File: src/rtl/calc_rr_scheduler.sv
// calc_rr_scheduler -- two requesters share one CombCalc/AddSub datapath.
//
// Round-robin arbitration picks one request at a time. The operands and the
// owner are latched. CombCalc evaluates the latched operands for one cycle,
// and the result register captures its output. The result is then held on
// the shared response bus until the owner takes it. Only one operation is
// in flight at any time, so an operation takes at least 3 cycles.
//
// Ports:
//   clk, rst_n             clock; synchronous active-low reset
//   reqX_valid/ready       request handshake for requester X (0 or 1)
//   reqX_op/a/b            opcode and signed operands for requester X
//   rspX_valid/ready       response handshake; the result belongs to X
//   rsp_r, rsp_ovf         shared result bus and its signed overflow flag
//   busy                   high whenever the FSM is not IDLE
//   ovf_cnt (optional)     saturating count of overflowed responses
//
// Build option: define CALC_OVF_COUNT_EN to add the ovf_cnt[7:0] output.

// CombCalc: AddSub with operand swap (op[2]) and absolute value (op[1]).
module calc_rr_comb #(
  parameter int W = 16
) (
  input  logic [2:0]   op_i,
  input  logic [W-1:0] a_i,
  input  logic [W-1:0] b_i,
  output logic [W-1:0] r_o,
  output logic         ovf_o
);
  logic [W-1:0] x, y;

  always_comb begin
    x     = op_i[2] ? b_i : a_i;
    y     = op_i[2] ? a_i : b_i;
    r_o   = '0;
    ovf_o = 1'b0;
    if (op_i[1]) begin
      // |y| is computed as 0 - y. The only overflowing input is the most
      // negative value, and that result is again negative.
      if (y[W-1]) begin
        r_o   = '0 - y;
        ovf_o = r_o[W-1];
      end else begin
        r_o = y;
      end
    end else if (op_i[0]) begin
      r_o   = x - y;
      ovf_o = (x[W-1] != y[W-1]) && (r_o[W-1] != x[W-1]);
    end else begin
      r_o   = x + y;
      ovf_o = (x[W-1] == y[W-1]) && (r_o[W-1] != x[W-1]);
    end
  end
endmodule

module calc_rr_scheduler #(
  parameter int W = 16
) (
  input  logic         clk,
  input  logic         rst_n,
  input  logic         req0_valid,
  output logic         req0_ready,
  input  logic [2:0]   req0_op,
  input  logic [W-1:0] req0_a,
  input  logic [W-1:0] req0_b,
  input  logic         req1_valid,
  output logic         req1_ready,
  input  logic [2:0]   req1_op,
  input  logic [W-1:0] req1_a,
  input  logic [W-1:0] req1_b,
  output logic         rsp0_valid,
  input  logic         rsp0_ready,
  output logic         rsp1_valid,
  input  logic         rsp1_ready,
  output logic [W-1:0] rsp_r,
  output logic         rsp_ovf,
`ifdef CALC_OVF_COUNT_EN
  output logic [7:0]   ovf_cnt,
`endif
  output logic         busy
);
  typedef enum logic [1:0] {IDLE, EXEC, RESP} state_e;

  state_e       state_q, state_d;
  logic         owner_q, last_q;
  logic [2:0]   op_q;
  logic [W-1:0] a_q, b_q, r_q;
  logic         ovf_q;
  logic         grant, accept, rsp_hs;
  logic [W-1:0] calc_r;
  logic         calc_ovf;

  calc_rr_comb #(.W(W)) u_calc (
    .op_i (op_q),
    .a_i  (a_q),
    .b_i  (b_q),
    .r_o  (calc_r),
    .ovf_o(calc_ovf)
  );

  // A tie goes to the requester that did not win last time. Otherwise the
  // only valid requester wins. With no valid request the grant value does
  // not matter, because both readys are gated by the valids.
  assign grant      = (req0_valid && req1_valid) ? ~last_q : req1_valid;
  assign req0_ready = (state_q == IDLE) && req0_valid && !grant;
  assign req1_ready = (state_q == IDLE) && req1_valid && grant;
  assign accept     = req0_ready || req1_ready;
  assign rsp0_valid = (state_q == RESP) && !owner_q;
  assign rsp1_valid = (state_q == RESP) && owner_q;
  assign rsp_hs     = (rsp0_valid && rsp0_ready) || (rsp1_valid && rsp1_ready);
  assign rsp_r      = r_q;
  assign rsp_ovf    = ovf_q;
  assign busy       = (state_q != IDLE);

  always_comb begin
    state_d = state_q;
    case (state_q)
      IDLE:    if (accept) state_d = EXEC;
      EXEC:    state_d = RESP;
      RESP:    if (rsp_hs) state_d = IDLE;
      default: state_d = IDLE;
    endcase
  end

  always_ff @(posedge clk) begin
    if (!rst_n) begin
      state_q <= IDLE;
      owner_q <= 1'b0;
      last_q  <= 1'b1;
      op_q    <= '0;
      a_q     <= '0;
      b_q     <= '0;
      r_q     <= '0;
      ovf_q   <= 1'b0;
    end else begin
      state_q <= state_d;
      if (accept) begin
        owner_q <= grant;
        last_q  <= grant;
        op_q    <= grant ? req1_op : req0_op;
        a_q     <= grant ? req1_a  : req0_a;
        b_q     <= grant ? req1_b  : req0_b;
      end
      if (state_q == EXEC) begin
        r_q   <= calc_r;
        ovf_q <= calc_ovf;
      end
    end
  end

`ifdef CALC_OVF_COUNT_EN
  logic [7:0] ovf_cnt_q;
  always_ff @(posedge clk) begin
    if (!rst_n)
      ovf_cnt_q <= '0;
    else if (rsp_hs && ovf_q && ovf_cnt_q != 8'hFF)
      ovf_cnt_q <= ovf_cnt_q + 8'd1;
  end
  assign ovf_cnt = ovf_cnt_q;
`endif
endmodule
File: config.mk
export PLATFORM = sky130hd
export DESIGN_NAME = calc_rr_scheduler
export DESIGN_NICKNAME = d
export VERILOG_FILES = /design/src/rtl/calc_rr_scheduler.sv
export SDC_FILE = /design/constraint.sdc
export NUM_CORES = 1
export LEC_CHECK = 0
export ABC_AREA = 1
export CORE_MARGIN = 10
export CORE_UTILIZATION = 40
export CTS_BUF_LIST = sky130_fd_sc_hd__clkbuf_2 sky130_fd_sc_hd__clkbuf_4 sky130_fd_sc_hd__clkbuf_8
export DETAILED_ROUTE_END_ITERATION = 6
export GPL_TIMING_DRIVEN = 0
export PLACE_DENSITY_LB_ADDON = 0.25
export SLEW_MARGIN = 5
export SYNTH_ARGS = -nofsm -noshare
export SYNTH_HDL_FRONTEND = slang
export SYNTH_HIERARCHICAL = 1
export SYNTH_SLANG_ARGS = --single-unit
export TNS_END_PERCENT = 20
File: constraint.sdc
create_clock -name clk -period 3.55 [get_ports clk]
set_input_delay 0.71 -clock clk [delete_from_list [all_inputs] [get_ports clk]]
set_output_delay 0.71 -clock clk [all_outputs]
set_load 0.03 [all_outputs]
==> results.cfg, run 1 <==
[run_status]
status = finished clean

[cells_and_area]
drive_gt1_share_pct = 10.2
multi_input_area_um2 = 3900
stdcell_area_um2 = 7160
layout.nets = 1250
area_growth_pct = 22.1
seqCellArea_um2 = 1120
fillers = 1590
antenna-diode-count = 0

[power]
power_mw = 3.19
powerDensity_nw_per_um2 = 445
power_leakage_nw = 3.65
peakVddDrop_uv = 186

[place]
port_buffers = 96
dp_hpwl_um = 15800
preCtsSetupSlack_ps = 51.9
routabilityCongestion = 0.965
placed_cell_area_um2 = 7060

[timing]
post-route-period-util_pct = 92.3
setup_ws_ps = 273
setup_viol = 0
finalHoldWorstSlack_ps = 490
skew_ps = 10.7
timing.final.hold_violations = 0
slew_headroom_pct = 57.6
period_minus_slack_ps = 3280
worst_pin_slew_ps = 629
setup_tns_ps = 0
max_freq_mhz = 305
slew_violations = 0

[setup_path]
start_kind = input port
r2r_setup_slack_ps = 290
rr_worst_depth = 20
r2r_start = op_q[2]
crit_fanout = 10
cp_data_arrival_time_ps = 2570
cp-end-kind = primary output
critPathKind = input port to primary output
required_ps = 2840
regToRegEndpoint = rsp_r[14]

[cts]
tritoncts = yes
ctsResizeCount = 0
numCtsBuffers = 5
holdBufCountCts = 0
cts_setup_buffers = 0
clkTransAtPathRegs_ps = 110
clkSinkCount = 56
htree_levels = 2
clock-root-buffer = clkbuf_8
clock_latency_ps = 320
cts_max_path_buffers = 2

[logic_synthesis]
synth-main-ff-cell = dfxtp_1
async_reset_ff_share_pct = 0
synth_edf_count = 0
syn_avg_cell_area_um2 = 5.65
synthDistinctLibCells = 43
postSynthCellCount = 1039
ys_ff_latch = 56
ys_seq_area_share_pct = 19.1
syn-num-nets = 1147
yosys_warnings = 6
syn-cell-area_um2 = 5870

[die]
rows = 44
die_h_um = 141
core-area_um2 = 14400
dieArea_um2 = 19900
start_util_pct = 40.7
io_pins = 98
die_w_um = 141

[min_path]
hold_depth = 2
min_path_type = register to register
holdPathEnd = last_q
hp-start = last_q

[routing]
vias = 6539
vias_per_cell = 4.93
routedWlPerCell_um = 14.2
drc = 0
dr_wl_met2_um = 8670
met3WireLength_um = 1410
first_pass_iters = 6
drtAntennaViolNets = 0
wirelength_um = 18800
highest_layer = met4
wl_met1_um = 8300
first_iter_violations = 487

[global_route]
antenna_found_initial = 0
grt_pass1_vias = 6078
grt_max_degree = 19
track_usage_pct = 18.3
grt_overflow = 0
grt_pass1_wl_um = 30100

[flow_run]
cap_violations = 0
## cells by family (layout without fill, tap and decap cells)
| family | after synthesis | count (layout) | share of synthesized area [%] |
|---|---|---|---|
| fa+ha+maj | 32 | 32 | 7.08 |
| xor+xnor | 2 | 2 | 0.299 |
| buf+inv | 193 | 297 | 14.5 |
| flops | 56 | 56 | 19.1 |
| compound gates | 105 | 105 | 10.6 |
| simple gates | 651 | 651 | 48.4 |
## Yosys cell counts (6+ instances only)
| cell type | number | area share [%] |
|---|---|---|
| nand2_1 | 328 | 21 |
| buf_4 | 6 | 0.77 |
| nand3_1 | 131 | 11 |
| a21oi_1 | 27 | 2.3 |
| buf_6 | 9 | 1.7 |
| nor2_1 | 129 | 8.3 |
| nor2_2 | 23 | 2.5 |
| nand2_2 | 8 | 0.85 |
| clkbuf_1 | 19 | 1.2 |
| nand4_1 | 9 | 0.96 |
| inv_1 | 126 | 8.1 |
| inv_2 | 10 | 0.64 |
| dfxtp_1 | 56 | 19 |
| buf_2 | 16 | 1.4 |
| o21ai_0 | 50 | 4.3 |
| o21ai_2 | 11 | 1.6 |
| ha_1 | 30 | 6.4 |
## state kept, by name (all words and copies together), names as in the netlist
| signal | flops |
|---|---|
| rsp_ovf | 1 |
| state_q | 2 |
| b_q | 16 |
| op_q | 3 |
| rsp_r | 16 |
| last_q | 1 |
| owner_q | 1 |
| a_q | 16 |
## final cells by class
class                   instances  area share (%)
inverters                     140            7.42
plain buffers                  53            4.54
clock inverters                 2           0.244
flip-flops and latches         56            15.6
repair buffers                 96            13.4
multi-input cells             790            54.5
clock buffers                   6            1.07
well taps                     184            3.21
## stage by stage
step	std cells	utilization [%]
2_1_floorplan	1039	-
3_3_place_gp	1319	48.9
3_5_place_dp	1319	48.9
4_1_cts	1327	49.6
5_1_grt	1327	49.7
6_report	1327	49.7
## routing by layer
layer | global-route usage (%) | vias up
met5 | 0 | -
met4 | 5.49 | 0
met3 | 4.30 | 28
met2 | 30.3 | 229
met1 | 22.8 | 2823
li1 | - | 3459
## report_power, final
| part | leakage, nW | switching, mW | internal [mW] | total [mW] |
|---|---|---|---|---|
| Combinational | 3.14 | 1.33 | 0.706 | 2.03 |
| Clock | 0.0496 | 0.224 | 0.153 | 0.376 |
| Sequential | 0.464 | 0.0698 | 0.710 | 0.780 |
## worst max-delay path: stages
cell	delay, ps
clkdlybuf4s50_1	530
nand2_1	100
buf_4	190
buf_2	190
a21oi_1	150
clkdlybuf4s50_1	690
## placed cells by master (no fill, tap or decap), types with 3 or more instances in the layout
cell type / n
nand4_1: 9
dfxtp_1: 56
inv_2: 10
nand2_1: 328
nor3_1: 4
ha_1: 30
buf_6: 9
clkbuf_8: 5
o21ai_1: 9
o21ai_0: 44
nor2_1: 127
nand2_4: 4
nand3_1: 131
buf_2: 16
buf_4: 6
a21oi_1: 27
nand2_2: 8
clkdlybuf4s50_1: 96
o21bai_1: 4
nor2_4: 4
clkbuf_1: 17
nor2_2: 25
o21ai_2: 12
o21ai_4: 3
inv_1: 126
## worst max path at each step
stage	startpoint	endpoint	slack [ps]	cells past startpoint
CTS	op_q[2]	rsp_r[10]	20	20
global route	op_q[2]	rsp_r[15]	-6	20
global placement	op_q[2]	rsp_r[10]	80	20
finish	req0_valid	req0_ready	270	6
floorplan	op_q[2]	rsp_r[15]	820	20
detailed placement	op_q[2]	rsp_r[10]	50	20
Note: power is estimated with default switching activity, not from simulation.
==> run 2, diff against run 1 <==
--- a/config.mk
+++ b/config.mk
@@ -11,10 +11,9 @@
 export CTS_BUF_LIST = sky130_fd_sc_hd__clkbuf_2 sky130_fd_sc_hd__clkbuf_4 sky130_fd_sc_hd__clkbuf_8
 export DETAILED_ROUTE_END_ITERATION = 6
 export GPL_TIMING_DRIVEN = 0
-export PLACE_DENSITY_LB_ADDON = 0.25
+export PLACE_DENSITY = 0.65
 export SLEW_MARGIN = 5
 export SYNTH_ARGS = -nofsm -noshare
 export SYNTH_HDL_FRONTEND = slang
-export SYNTH_HIERARCHICAL = 1
 export SYNTH_SLANG_ARGS = --single-unit
 export TNS_END_PERCENT = 20
==> results.cfg, run 2 <==
[setup_path]
critPathKind = register to register
r2r_start = op_q[2]
rr_worst_depth = 17
cp-end-kind = register
crit_fanout = 19
required_ps = 3770
regToRegEndpoint = rsp_r[10]
start_kind = register
cp_data_arrival_time_ps = 3370
startpoint = op_q[2]
r2r_setup_slack_ps = 390

[cts]
clkTransAtPathRegs_ps = 100
clock-root-buffer = clkbuf_8
clock_latency_ps = 320
htree_levels = 2
numCtsBuffers = 5
tritoncts = yes
cts_max_path_buffers = 2
clkSinkCount = 56

[logic_synthesis]
synthDistinctLibCells = 44
ys_seq_area_share_pct = 22.1
yosysTopAreaCell = dfxtp_1
syn_avg_cell_area_um2 = 5.94
syn-num-nets = 961
synth.top_cell.area_share_pct = 22.1
synthTopCellsByArea = dfxtp_1 (22%), nand2_1 (20%), ha_1 (7.4%)
yosysMostFrequentCell = nand2_1
synth-main-ff-cell = dfxtp_1
synth_edf_count = 0
ys_top_cells_by_count = nand2_1 (268), inv_1 (89), nor2_1 (75), o21ai_0 (75), dfxtp_1 (56)
yosys_warnings = 0
postSynthCellCount = 853
ys_ff_latch = 56
syn-cell-area_um2 = 5070
async_reset_ff_share_pct = 0

[global_route]
grt_overflow = 0
grt_pass1_wl_um = 27300
antenna_found_initial = 0
grt_max_degree = 17
track_usage_pct = 18.8
grt_pass1_vias = 5430

[routing]
routedWlPerCell_um = 14.9
first_iter_violations = 356
drc = 0
drtAntennaViolNets = 0
first_pass_iters = 5
vias_per_cell = 4.91
vias = 5545
wirelength_um = 16800

[flow_run]
cap_violations = 0

[timing]
slew_violations = 0
setup_viol = 0
setup_tns_ps = 0
worst_pin_slew_ps = 664
finalHoldWorstSlack_ps = 490
period_minus_slack_ps = 3160
post-route-period-util_pct = 88.9
max_freq_mhz = 317
setup_ws_ps = 393
timing.final.hold_violations = 0
skew_ps = 8.21
rsz0062_at_grt = no
slew_headroom_pct = 55.7

[place]
routabilityCongestion = 0.937
port_buffers = 97
dp_hpwl_um = 14300
dpl.cell_count = 1122
preCtsSetupSlack_ps = 324

[cells_and_area]
layout.nets = 1064
layout_commonest_cell = nand2_1
antenna-diode-count = 0
area_growth_pct = 25.3
fin_cells = 1129
drive_gt1_share_pct = 7.21
fin_util_pct = 50.7
mostFrequentLayoutCells = nand2_1 (268), clkdlybuf4s50_1 (97), inv_1 (89)
fillers = 1364

[power]
powerDensity_nw_per_um2 = 463
power_leakage_nw = 2.97
peakVddDrop_uv = 265

[min_path]
holdPathEnd = last_q
hp-start = last_q
hold_depth = 2
min_path_type = register to register

[die]
die_h_um = 133
io_pins = 98
dieArea_um2 = 17600
die_w_um = 133
core-area_um2 = 12500
rows = 41
start_util_pct = 40.5

[run_status]
status = finished clean
## run 2: layout make-up
cell class	instances	area, um2	area share (%)
inverters	98	373	5.87
multi-input cells	657	3350	52.7
repair buffers	97	971	15.3
plain buffers	41	221	3.49
well taps	172	215	3.39
clock buffers	7	90.1	1.42
flip-flops and latches	56	1120	17.7
clock inverters	1	7.51	0.118
## run 2: cells by family after synthesis
logic type / Yosys count / share of synthesized area, %
adders and majority gates: 32 / 8.20
DFF: 56 / 22.1
and+or+nand+nor: 438 / 36.4
buffers and inverters: 140 / 11.8
xor gates and xnor gates: 2 / 0.346
AOI/OAI and AO/OA: 185 / 21.2
## run 2: how the worst max path moves through the flow
stage / cells past startpoint / slack (ps) / to
5_1_grt: 17 / 60 / rsp_r[10]
6_report: 17 / 390 / rsp_r[10]
2_1_floorplan: 18 / 1050 / rsp_ovf
3_3_place_gp: 17 / 310 / rsp_r[10]
4_1_cts: 16 / 300 / rsp_r[10]
3_5_place_dp: 16 / 320 / rsp_r[10]
## run 2: worst max-delay path, cell delays in order (launching register included)
cell and delay [ps]:
dfxtp_1 460, buf_6 200, buf_6 180, clkbuf_2 240, nand2_1 60, o21ai_0 160, ha_1 300, clkbuf_1 190
nor2_1 230, nand3_1 130, nand3_1 170, nand3_1 90, nand2_1 70, nand2_1 80, a21oi_1 150, nor2_1 80
nor2_1 200, nor2_1 60
## run 2: report_power, final
part	switching, mW	leakage [nW]	internal, mW
Clock	0.217	0.0479	0.167
Sequential	0.0697	0.463	0.713
Combinational	1.14	2.46	0.628
Total	1.43	2.97	1.51
## run 2: stage by stage
stage	area, um2	total power, mW
final	6350	2.94
after global routing	6350	3.21
after CTS	6350	2.93
after detailed placement	6250	2.55
after global placement	6250	2.54
after floorplan	5070	2.04
## run 2: metal layers
layer	part of all wire, %	up-vias	track usage (%)
met2	45	158	31.0
li1	-	2977	-
met3	6.6	19	4.73
met1	46	2391	23.2
met4	2.4	0	6.78
met5	0	-	0
## run 2: repair_timing
| item | CTS | global route |
|---|---|---|
| hold endpoints to repair | 0 | 0 |
| hold buffers | 0 | 0 |
| resized for setup | 0 | 2 |
| endpoints found under the setup margin | 0 | 3 |
| setup buffers | 0 | 0 |
